$ cat src/rtl/pipe_pkg.sv
// Shared types and helpers for the elastic pipeline stage (pipe_stage_skid).
// Counter saturation helper is used only when PIPE_PERF_EN is defined.
package pipe_pkg;

    localparam int DATA_W_DEF = 32;
    localparam int CTRL_W_DEF = 9;

    typedef struct packed {
        logic [2:0] alu_op;
        logic       we;
        logic       data_in_s;
        logic       data_in_on;
        logic       opb_sel;
        logic       sel_mem;
        logic       spare;
    } ctrl_t;

    // Encoding is {out_valid, skid_valid}; 2'b01 is unreachable.
    typedef enum logic [1:0] {
        ST_EMPTY = 2'b00,
        ST_ONE   = 2'b10,
        ST_FULL  = 2'b11
    } slot_state_t;

    function automatic logic [31:0] sat_inc(input logic [31:0] value, input logic [31:0] max_value);
        if (value >= max_value) begin
            return max_value;
        end else begin
            return value + 32'd1;
        end
    endfunction

endpackage

$ cat src/rtl/pipe_slot.sv
// One payload register of the skid stage: load enable plus a synchronous
// ctrl clear that leaves the operand bits untouched.
module pipe_slot #(
    parameter int OPS_W  = 96,
    parameter int CTRL_W = 9
) (
    input  logic              clk,
    input  logic              reset,
    input  logic              load,
    input  logic              clr_ctrl,
    input  logic [OPS_W-1:0]  d_ops,
    input  logic [CTRL_W-1:0] d_ctrl,
    output logic [OPS_W-1:0]  q_ops,
    output logic [CTRL_W-1:0] q_ctrl
);

    // Payload register; clearing ctrl wins over a load in the same cycle.
    always_ff @(posedge clk or negedge reset) begin
        if (!reset) begin
            q_ops  <= {OPS_W{1'b0}};
            q_ctrl <= {CTRL_W{1'b0}};
        end else if (clr_ctrl) begin
            q_ctrl <= {CTRL_W{1'b0}};
        end else if (load) begin
            q_ops  <= d_ops;
            q_ctrl <= d_ctrl;
        end
    end

endmodule

$ cat src/rtl/pipe_stage_skid.sv
// Elastic inter-stage register with a 2-entry skid buffer and flush.
// Optional performance counters are built when PIPE_PERF_EN is defined.
module pipe_stage_skid
    import pipe_pkg::*;
#(
    parameter int DATA_W  = DATA_W_DEF,
    parameter int NUM_OPS = 3,
    parameter int CTRL_W  = CTRL_W_DEF,
    parameter int CNT_W   = 16
) (
    input  logic                      clk,
    input  logic                      reset,
    input  logic                      in_valid,
    output logic                      in_ready,
    input  logic [NUM_OPS*DATA_W-1:0] in_ops,
    input  logic [CTRL_W-1:0]         in_ctrl,
    input  logic                      flush,
    output logic                      out_valid,
    input  logic                      out_ready,
    output logic [NUM_OPS*DATA_W-1:0] out_ops,
    output logic [CTRL_W-1:0]         out_ctrl,
    input  logic                      perf_clr,
    output logic [CNT_W-1:0]          stall_cnt,
    output logic [CNT_W-1:0]          bubble_cnt
);

    localparam int OPS_W = NUM_OPS * DATA_W;

    slot_state_t       state_r;
    slot_state_t       state_nxt_s;
    logic              in_ready_r;
    logic              accept_s;
    logic              emit_s;
    logic              main_load_s;
    logic              main_from_skid_s;
    logic              skid_load_s;
    logic              main_clr_s;
    logic              skid_clr_s;
    logic [OPS_W-1:0]  main_d_ops_s;
    logic [CTRL_W-1:0] main_d_ctrl_s;
    logic [OPS_W-1:0]  skid_ops_s;
    logic [CTRL_W-1:0] skid_ctrl_s;

    assign out_valid = state_r[1];
    assign in_ready  = in_ready_r;
    assign accept_s  = in_valid & in_ready_r;
    assign emit_s    = out_valid & out_ready;

    // Next-state and slot load decisions; flush overrides any accept.
    always_comb begin
        state_nxt_s      = state_r;
        main_load_s      = 1'b0;
        main_from_skid_s = 1'b0;
        skid_load_s      = 1'b0;
        if (flush) begin
            state_nxt_s = ST_EMPTY;
        end else begin
            case (state_r)
                ST_EMPTY: begin
                    if (accept_s) begin
                        state_nxt_s = ST_ONE;
                        main_load_s = 1'b1;
                    end else begin
                        state_nxt_s = ST_EMPTY;
                    end
                end
                ST_ONE: begin
                    if (accept_s && emit_s) begin
                        main_load_s = 1'b1;
                    end else if (accept_s) begin
                        skid_load_s = 1'b1;
                        state_nxt_s = ST_FULL;
                    end else if (emit_s) begin
                        state_nxt_s = ST_EMPTY;
                    end else begin
                        state_nxt_s = ST_ONE;
                    end
                end
                ST_FULL: begin
                    if (emit_s) begin
                        main_load_s      = 1'b1;
                        main_from_skid_s = 1'b1;
                        state_nxt_s      = ST_ONE;
                    end else begin
                        state_nxt_s = ST_FULL;
                    end
                end
                default: begin
                    state_nxt_s = ST_EMPTY;
                end
            endcase
        end
    end

    // Empty slots are forced to zero ctrl so out_ctrl is zero without out_valid.
    assign main_clr_s    = flush | (state_nxt_s == ST_EMPTY);
    assign skid_clr_s    = flush | (state_nxt_s != ST_FULL);
    assign main_d_ops_s  = main_from_skid_s ? skid_ops_s  : in_ops;
    assign main_d_ctrl_s = main_from_skid_s ? skid_ctrl_s : in_ctrl;

    // Occupancy state and registered in_ready.
    always_ff @(posedge clk or negedge reset) begin
        if (!reset) begin
            state_r    <= ST_EMPTY;
            in_ready_r <= 1'b0;
        end else begin
            state_r    <= state_nxt_s;
            in_ready_r <= (state_nxt_s != ST_FULL);
        end
    end

    pipe_slot #(.OPS_W(OPS_W), .CTRL_W(CTRL_W)) u_main (
        .clk      (clk),
        .reset    (reset),
        .load     (main_load_s),
        .clr_ctrl (main_clr_s),
        .d_ops    (main_d_ops_s),
        .d_ctrl   (main_d_ctrl_s),
        .q_ops    (out_ops),
        .q_ctrl   (out_ctrl)
    );

    pipe_slot #(.OPS_W(OPS_W), .CTRL_W(CTRL_W)) u_skid (
        .clk      (clk),
        .reset    (reset),
        .load     (skid_load_s),
        .clr_ctrl (skid_clr_s),
        .d_ops    (in_ops),
        .d_ctrl   (in_ctrl),
        .q_ops    (skid_ops_s),
        .q_ctrl   (skid_ctrl_s)
    );

`ifdef PIPE_PERF_EN
    localparam logic [31:0] CNT_MAX = 32'({CNT_W{1'b1}});

    logic [CNT_W-1:0] stall_cnt_r;
    logic [CNT_W-1:0] bubble_cnt_r;

    // Saturating stall/bubble counters; perf_clr beats increment, flush ignored.
    always_ff @(posedge clk or negedge reset) begin
        if (!reset) begin
            stall_cnt_r  <= {CNT_W{1'b0}};
            bubble_cnt_r <= {CNT_W{1'b0}};
        end else if (perf_clr) begin
            stall_cnt_r  <= {CNT_W{1'b0}};
            bubble_cnt_r <= {CNT_W{1'b0}};
        end else begin
            if (out_valid && !out_ready) begin
                stall_cnt_r <= CNT_W'(sat_inc(32'(stall_cnt_r), CNT_MAX));
            end
            if (!out_valid) begin
                bubble_cnt_r <= CNT_W'(sat_inc(32'(bubble_cnt_r), CNT_MAX));
            end
        end
    end

    assign stall_cnt  = stall_cnt_r;
    assign bubble_cnt = bubble_cnt_r;
`else
    logic unused_perf_clr_s;

    assign unused_perf_clr_s = perf_clr;
    assign stall_cnt         = {CNT_W{1'b0}};
    assign bubble_cnt        = {CNT_W{1'b0}};
`endif

endmodule
$ cat config.mk
export PLATFORM = sky130hd
export DESIGN_NAME = pipe_stage_skid
export DESIGN_NICKNAME = d
export VERILOG_FILES = /design/src/rtl/pipe_pkg.sv /design/src/rtl/pipe_slot.sv /design/src/rtl/pipe_stage_skid.sv
export SDC_FILE = /design/constraint.sdc
export NUM_CORES = 1
export LEC_CHECK = 0
export CAP_MARGIN = 25
export CORE_UTILIZATION = 49
export DETAILED_ROUTE_END_ITERATION = 16
export PLACE_DENSITY = 0.8
export SLEW_MARGIN = 10
export SYNTH_ARGS = -nofsm -noshare
export SYNTH_HDL_FRONTEND = slang
export SYNTH_SLANG_ARGS = --single-unit
$ cat constraint.sdc
create_clock -name clk -period 2.19 [get_ports clk]
set_input_delay 0.219 -clock clk [delete_from_list [all_inputs] [get_ports clk]]
set_output_delay 0.219 -clock clk [all_outputs]
set_load 0.05 [all_outputs]
# --- Yosys cells after proc, flatten, opt, wreduce, memory -nomap -nowiden ---
# Cells that the tools add are included.
word_totals:
  elab_cells: 45
  regBits: 213
classes:
  eq_ne: 3
  bitwise_logic: 6
  reduce_logical: 7
  muxes: 23
op_table:
  columns: ["cell", "n"]
  rows:
  - ["96-bit two-way mux", 1]
  - ["9-bit two-way mux", 5]
  - ["1-bit two-way mux", 10]
  - ["2-bit two-way mux", 5]
  - ["2-bit one-hot mux with 3 select lines", 1]
  - ["2-bit equality test, second input constant", 2]
  - ["2-bit zero test", 2]
  - ["2-bit AND reduction", 2]
  - ["2-bit nonzero test", 2]
  - ["1-bit one-hot mux with 3 select lines", 1]
  - ["1-bit AND", 2]
  - ["2-bit inequality test, second input constant", 1]
  - ["1-bit NOT", 2]
  - ["1-bit OR", 2]
  - ["1-bit logical AND", 1]

# --- Depth between registers and ports, before layout ---
logic_depth:
  depth_word: 10
  depth_mapped: 6

# --- Cells and area by module ---
# A second synthesis with hierarchy kept.
unflattened:
  hier_cells: 632
  hier_area_um2: 10204.8
by_module_without_submodules:
  columns: ["mod", "area_each_um2", "n_inst", "cells_per_inst"]
  rows:
  - ["pipe_slot", 4164.0, 2, 233]
  - ["pipe_stage_skid", 1876.8, 1, 166]

# --- Least setup slack after synthesis ---
# No wires, ideal clock.
synth_timing:
  path_kind: "register to register"
  from: "register state_r[1]"
  to: "register u_skid.q_ops[63]"
  period_less_slack_ns: 2.036
  setup_time_ns: 0.125
  arrival_ns: 1.911
  path_buffers: 3
  stages_incl_launch_ff: 7
  setup_slack_ns: 0.154
  cell_sequence: "dfrtp_1 -> nor3b_2 -> nor2b_1 -> buf_2 -> buf_4 -> buf_2 -> mux2_2"
synth_via:
  elab_chain_cells: 10
  word_cells_on_any_way: 18
synth_rtl:
  columns: ["item", "line", "rtl"]
  rows:
  - ["start: declaration", "pipe_stage_skid.sv:29", "slot_state_t state_r;"]
  - ["start signal: assignment", "pipe_stage_skid.sv:107", "state_r <= state_nxt_s;"]
  - ["1-bit AND", "pipe_stage_skid.sv:47", "assign emit_s = out_valid & out_ready;"]
  - ["2-bit two-way mux", "pipe_stage_skid.sv:73", "end else if (emit_s) begin"]
  - ["2-bit two-way mux", "pipe_stage_skid.sv:70", "end else if (accept_s) begin"]
  - ["2-bit two-way mux", "pipe_stage_skid.sv:68", "if (accept_s && emit_s) begin"]
  - ["2-bit one-hot mux with 3 select lines", "pipe_stage_skid.sv:58", "case (state_r)"]
  - ["2-bit two-way mux", "pipe_stage_skid.sv:55", "if (flush) begin"]
  - ["2-bit inequality test", "pipe_stage_skid.sv:97", "assign skid_clr_s = flush | (state_nxt_s != ST_FULL);"]
  - ["1-bit OR", "pipe_stage_skid.sv:97", null]
  - ["1-bit NOT (no line)", null, null]
  - ["2-bit AND reduction (no line) *", null, null]
  - ["end signal: assignment", "pipe_slot.sv:20", "q_ops <= {OPS_W{1'b0}};"]
  - ["end signal: assignment", "pipe_slot.sv:25", "q_ops <= d_ops;"]
  - ["end: declaration", "pipe_slot.sv:13", "output logic [OPS_W-1:0] q_ops,"]
# Every way passes the cells marked *; elsewhere a longest branch is shown, timed or not.
# A chain may end at the register's enable or synchronous reset.

# --- Worst setup path in the final report ---
layout_timing:
  from: "register state_r[1]"
  to: "output out_valid"
layout_rtl:
  columns: ["item", "line", "rtl"]
  rows:
  - ["end: declaration", "pipe_stage_skid.sv:18", "output logic out_valid,"]
# No word-level cell between the ends.

==> summary.md <==
| Metric | Value |
|---|---|
| Fillcell total | `1303` |
| Post-CTS sizing | `0` |
| Multiplexer share of the synthesized area | `36.5%` |
| Gr ovfl total | `0` |
| R2r worst-path depth | `4` |
| Synth Area in Adders | `0%` |
| Final min period | `2.05 ns` |
| Fmax | `488 MHz` |
| Slowest cell on crit path | `clkdlybuf4s50_1` |
| Area of the mapped netlist | `9540 um2` |
| Complex-gate fraction of the synthesized area | `1.68%` |
| EDFF count, synth | `0` |
| Global placer's final weighted congestion | `0.755` |
| CP cell instances | `clkdlybuf4s50_1` |
| Worst r2r dst | `u_main.q_ops[45]` |
| Reg2reg setup slack | `0.19 ns` |
| Layout Nets | `965` |
| Fin. Hold Viols | `0` |
| Pin count of the biggest net entering global routing | `74` |
| DP Worst Slack | `-0.0725 ns` |
| Final period util | `93.6%` |
| Leak pwr | `5.61 nW` |
| Tot GR Track Use | `21.4%` |
| Total wire length | `21100 um` |
| Mean Syn Cell Area | `15.4 um2` |
| Vias | `5761` |
| TritonRoute pass-1 iters | `6` |
| Synthesis-to-layout area growth | `35.1%` |
| Cells after Synth | `620` |
| Post-Layout Inst Area | `12900 um2` |
| Slew headroom | `58.0%` |
| Final setup fails | `0` |
| Layout cell share with drive strength beyond 1 | `40.6%` |
| Most used flip-flop cell after synthesis | `dfrtp_1` |
| Main combinational cell family by area after synthesis | `multiplexers` |
| I/O Pins | `250` |
| Initial Util | `50.5%` |
| H-tree levels | `1` |
| CP Capture Type | `output port` |
| Skew-Pair Late Insertion Delay | `0.50 ns` |
| DR vias/cell | `5.10` |
| Worst-path clk slew | `0.06 ns` |
| Crit Path Class | `reg2out` |
| Post-DRT Antenna Nets | `0` |
| CP max stage delay | `0.87 ns` |
| Worst Setup SP | `state_r[1]` |
| Power density cells | `1010 nW/um2` |
| Netlist cell types | `23` |
| PortBufs | `216` |
| FP Rows | `50` |
| Reg2Reg Launch Point | `state_r[0]` |
| CP delay by family, top | `buffers and inverters` |
| Final setup margin | `0.139 ns` |
| ANT cells | `0` |
| DR DRC count | `0` |
| Synth async-reset ratio | `100%` |
| Startpoint types | `register` |
| Initial antenna violation count | `0` |
| First-pass GRT wire length | `34100 um` |
| Core area | `18900 um2` |
| WP data arrival | `1.83 ns` |
| Vias in the first global route | `6514` |
| CTS Root Cell | `clkbuf_16` |
| Clock sink count | `213` |
| Starting DRT DRC Count | `130` |
| Routed WL per cell | `18.7 um` |
| Synth warn | `0` |
| Maxcap violations | `0` |
| DP Wirelength | `14900 um` |
| TritonCTS clock tree | `yes` |
| Post-synthesis sequential area ratio | `55.9%` |
| Peak supply drop | `0.694 mV` |
| WP data required | `1.97 ns` |
| Post-Synth Simple-Gate Area | `1.11%` |
| RSZ-0062 raised after global routing | `false` |
| Worst clock skew | `0.0116 ns` |
| Area after DPL | `12100 um2` |
| Die area | `20000 um2` |
| Max Fanout on Critical Path | `6` |
| Worst min path class | `in2async` |
| Status | `complete, no violations` |
| Buf/Inv on CP | `1` |
| Slew Viols, Final | `0` |
| Die W | `142 um` |
| CTS Buf Count | `24` |
| XOR/XNOR Fraction of Synth Area | `0%` |
| Die Y | `142 um` |
| Clk buf depth | `3` |
| Slew @ Worst Pin | `0.630 ns` |
| Seq cells post-synth | `213` |
## area by class of cell
| class | count | area (um2) | area share, % |
|---|---|---|---|
| sequential | 213 | 5330 | 41.3 |
| multi-input combinational | 369 | 3880 | 30.1 |
| timing repair buffer | 244 | 2590 | 20.1 |
| clock buffer | 37 | 711 | 5.51 |
| tap | 260 | 325 | 2.52 |
| clock inverter | 4 | 45.0 | 0.349 |
| inverter | 2 | 7.51 | 0.0582 |
## cell usage in the layout (no fill, tap or decap), types with 2 or more instances in the layout
| cell type | count |
|---|---|
| nand2_1 | 10 |
| mux2_4 | 40 |
| a22o_1 | 9 |
| conb_1 | 32 |
| o21ai_0 | 10 |
| clkbuf_8 | 5 |
| inv_1 | 2 |
| clkdlybuf4s50_1 | 215 |
| dfrtp_1 | 213 |
| mux2_2 | 248 |
| clkbuf_1 | 8 |
| buf_12 | 17 |
| clkbuf_16 | 25 |
| buf_4 | 10 |
| mux2i_1 | 9 |
| a21oi_1 | 2 |
| clkinv_2 | 3 |
## metal layers
| metal | track usage (%) | part of all wire (%) |
|---|---|---|
| met4 | 5.55 | 2.1 |
| met3 | 5.77 | 7.5 |
| met2 | 36.8 | 49 |
| met5 | 0 | 0 |
| met1 | 26.7 | 41 |
## cell families (layout without fill, tap and decap cells)
family / after synthesis / in the layout
and+or+nand+nor: 17 / 17
other: 1 / 32
AOI/OAI and AO/OA: 23 / 23
buffers and inverters: 69 / 287
muxes: 297 / 297
DFF: 213 / 213
## cells in the mapped netlist (all sizes together) (2+ instances only)
master	number	area share, %
buf	61	4.5
a22o	9	0.83
mux2	288	36
a21oi	2	0.10
dfrtp	213	56
nor2b	2	0.13
mux2i	9	0.94
inv	2	0.079
o21ai	10	0.52
clkbuf	6	0.24
nand2	10	0.39
## report_power, final
part | leakage, nW | total, W | switching [W] | internal, W
clock network | 0.372 | 0.00382 | 0.00149 | 0.00233
logic | 2.65 | 0.00392 | 0.00222 | 0.00170
registers | 2.59 | 0.00528 | 0.000469 | 0.00481
total | 5.61 | 0.0130 | 0.00418 | 0.00884
## through the flow
step	power (W)	setup TNS, ns	instances	hold WS (ns)	util (%)
2_1_floorplan	0.00785	0	651	-0.0766	-
3_3_place_gp	0.00911	0	1087	0.279	64.2
3_5_place_dp	0.00928	-2.12	1087	0.287	64.2
4_1_cts	0.0132	0	1129	0.340	68.3
5_1_grt	0.0136	0	1129	0.346	68.3
6_report	0.0130	0	1129	0.336	68.3
## flip-flops by register name, indices dropped and copies added, names as in the netlist
signal / flops
u_main.q_ctrl: 9
u_main.q_ops: 96
state_r: 2
u_skid.q_ctrl: 9
u_skid.q_ops: 96
in_ready: 1
## worst max-delay path by stage
| stage | end | slack, ns | cells past startpoint |
|---|---|---|---|
| 2_1_floorplan | u_skid.q_ops[63] | 0.15 | 6 |
| 3_3_place_gp | u_main.q_ops[41] | 0.02 | 6 |
| 3_5_place_dp | u_main.q_ops[45] | -0.07 | 5 |
| 4_1_cts | out_valid | 0.10 | 1 |
| 5_1_grt | out_valid | 0.05 | 1 |
| 6_report | out_valid | 0.14 | 1 |
## repair_timing
action / CTS / global route
hold buffers: 1 / 0
endpoints found under the setup margin: 0 / 0
hold endpoints to repair: 67 / 0
buffers inserted: 0 / 0
No activity file was read; power rests on OpenSTA's default activity.
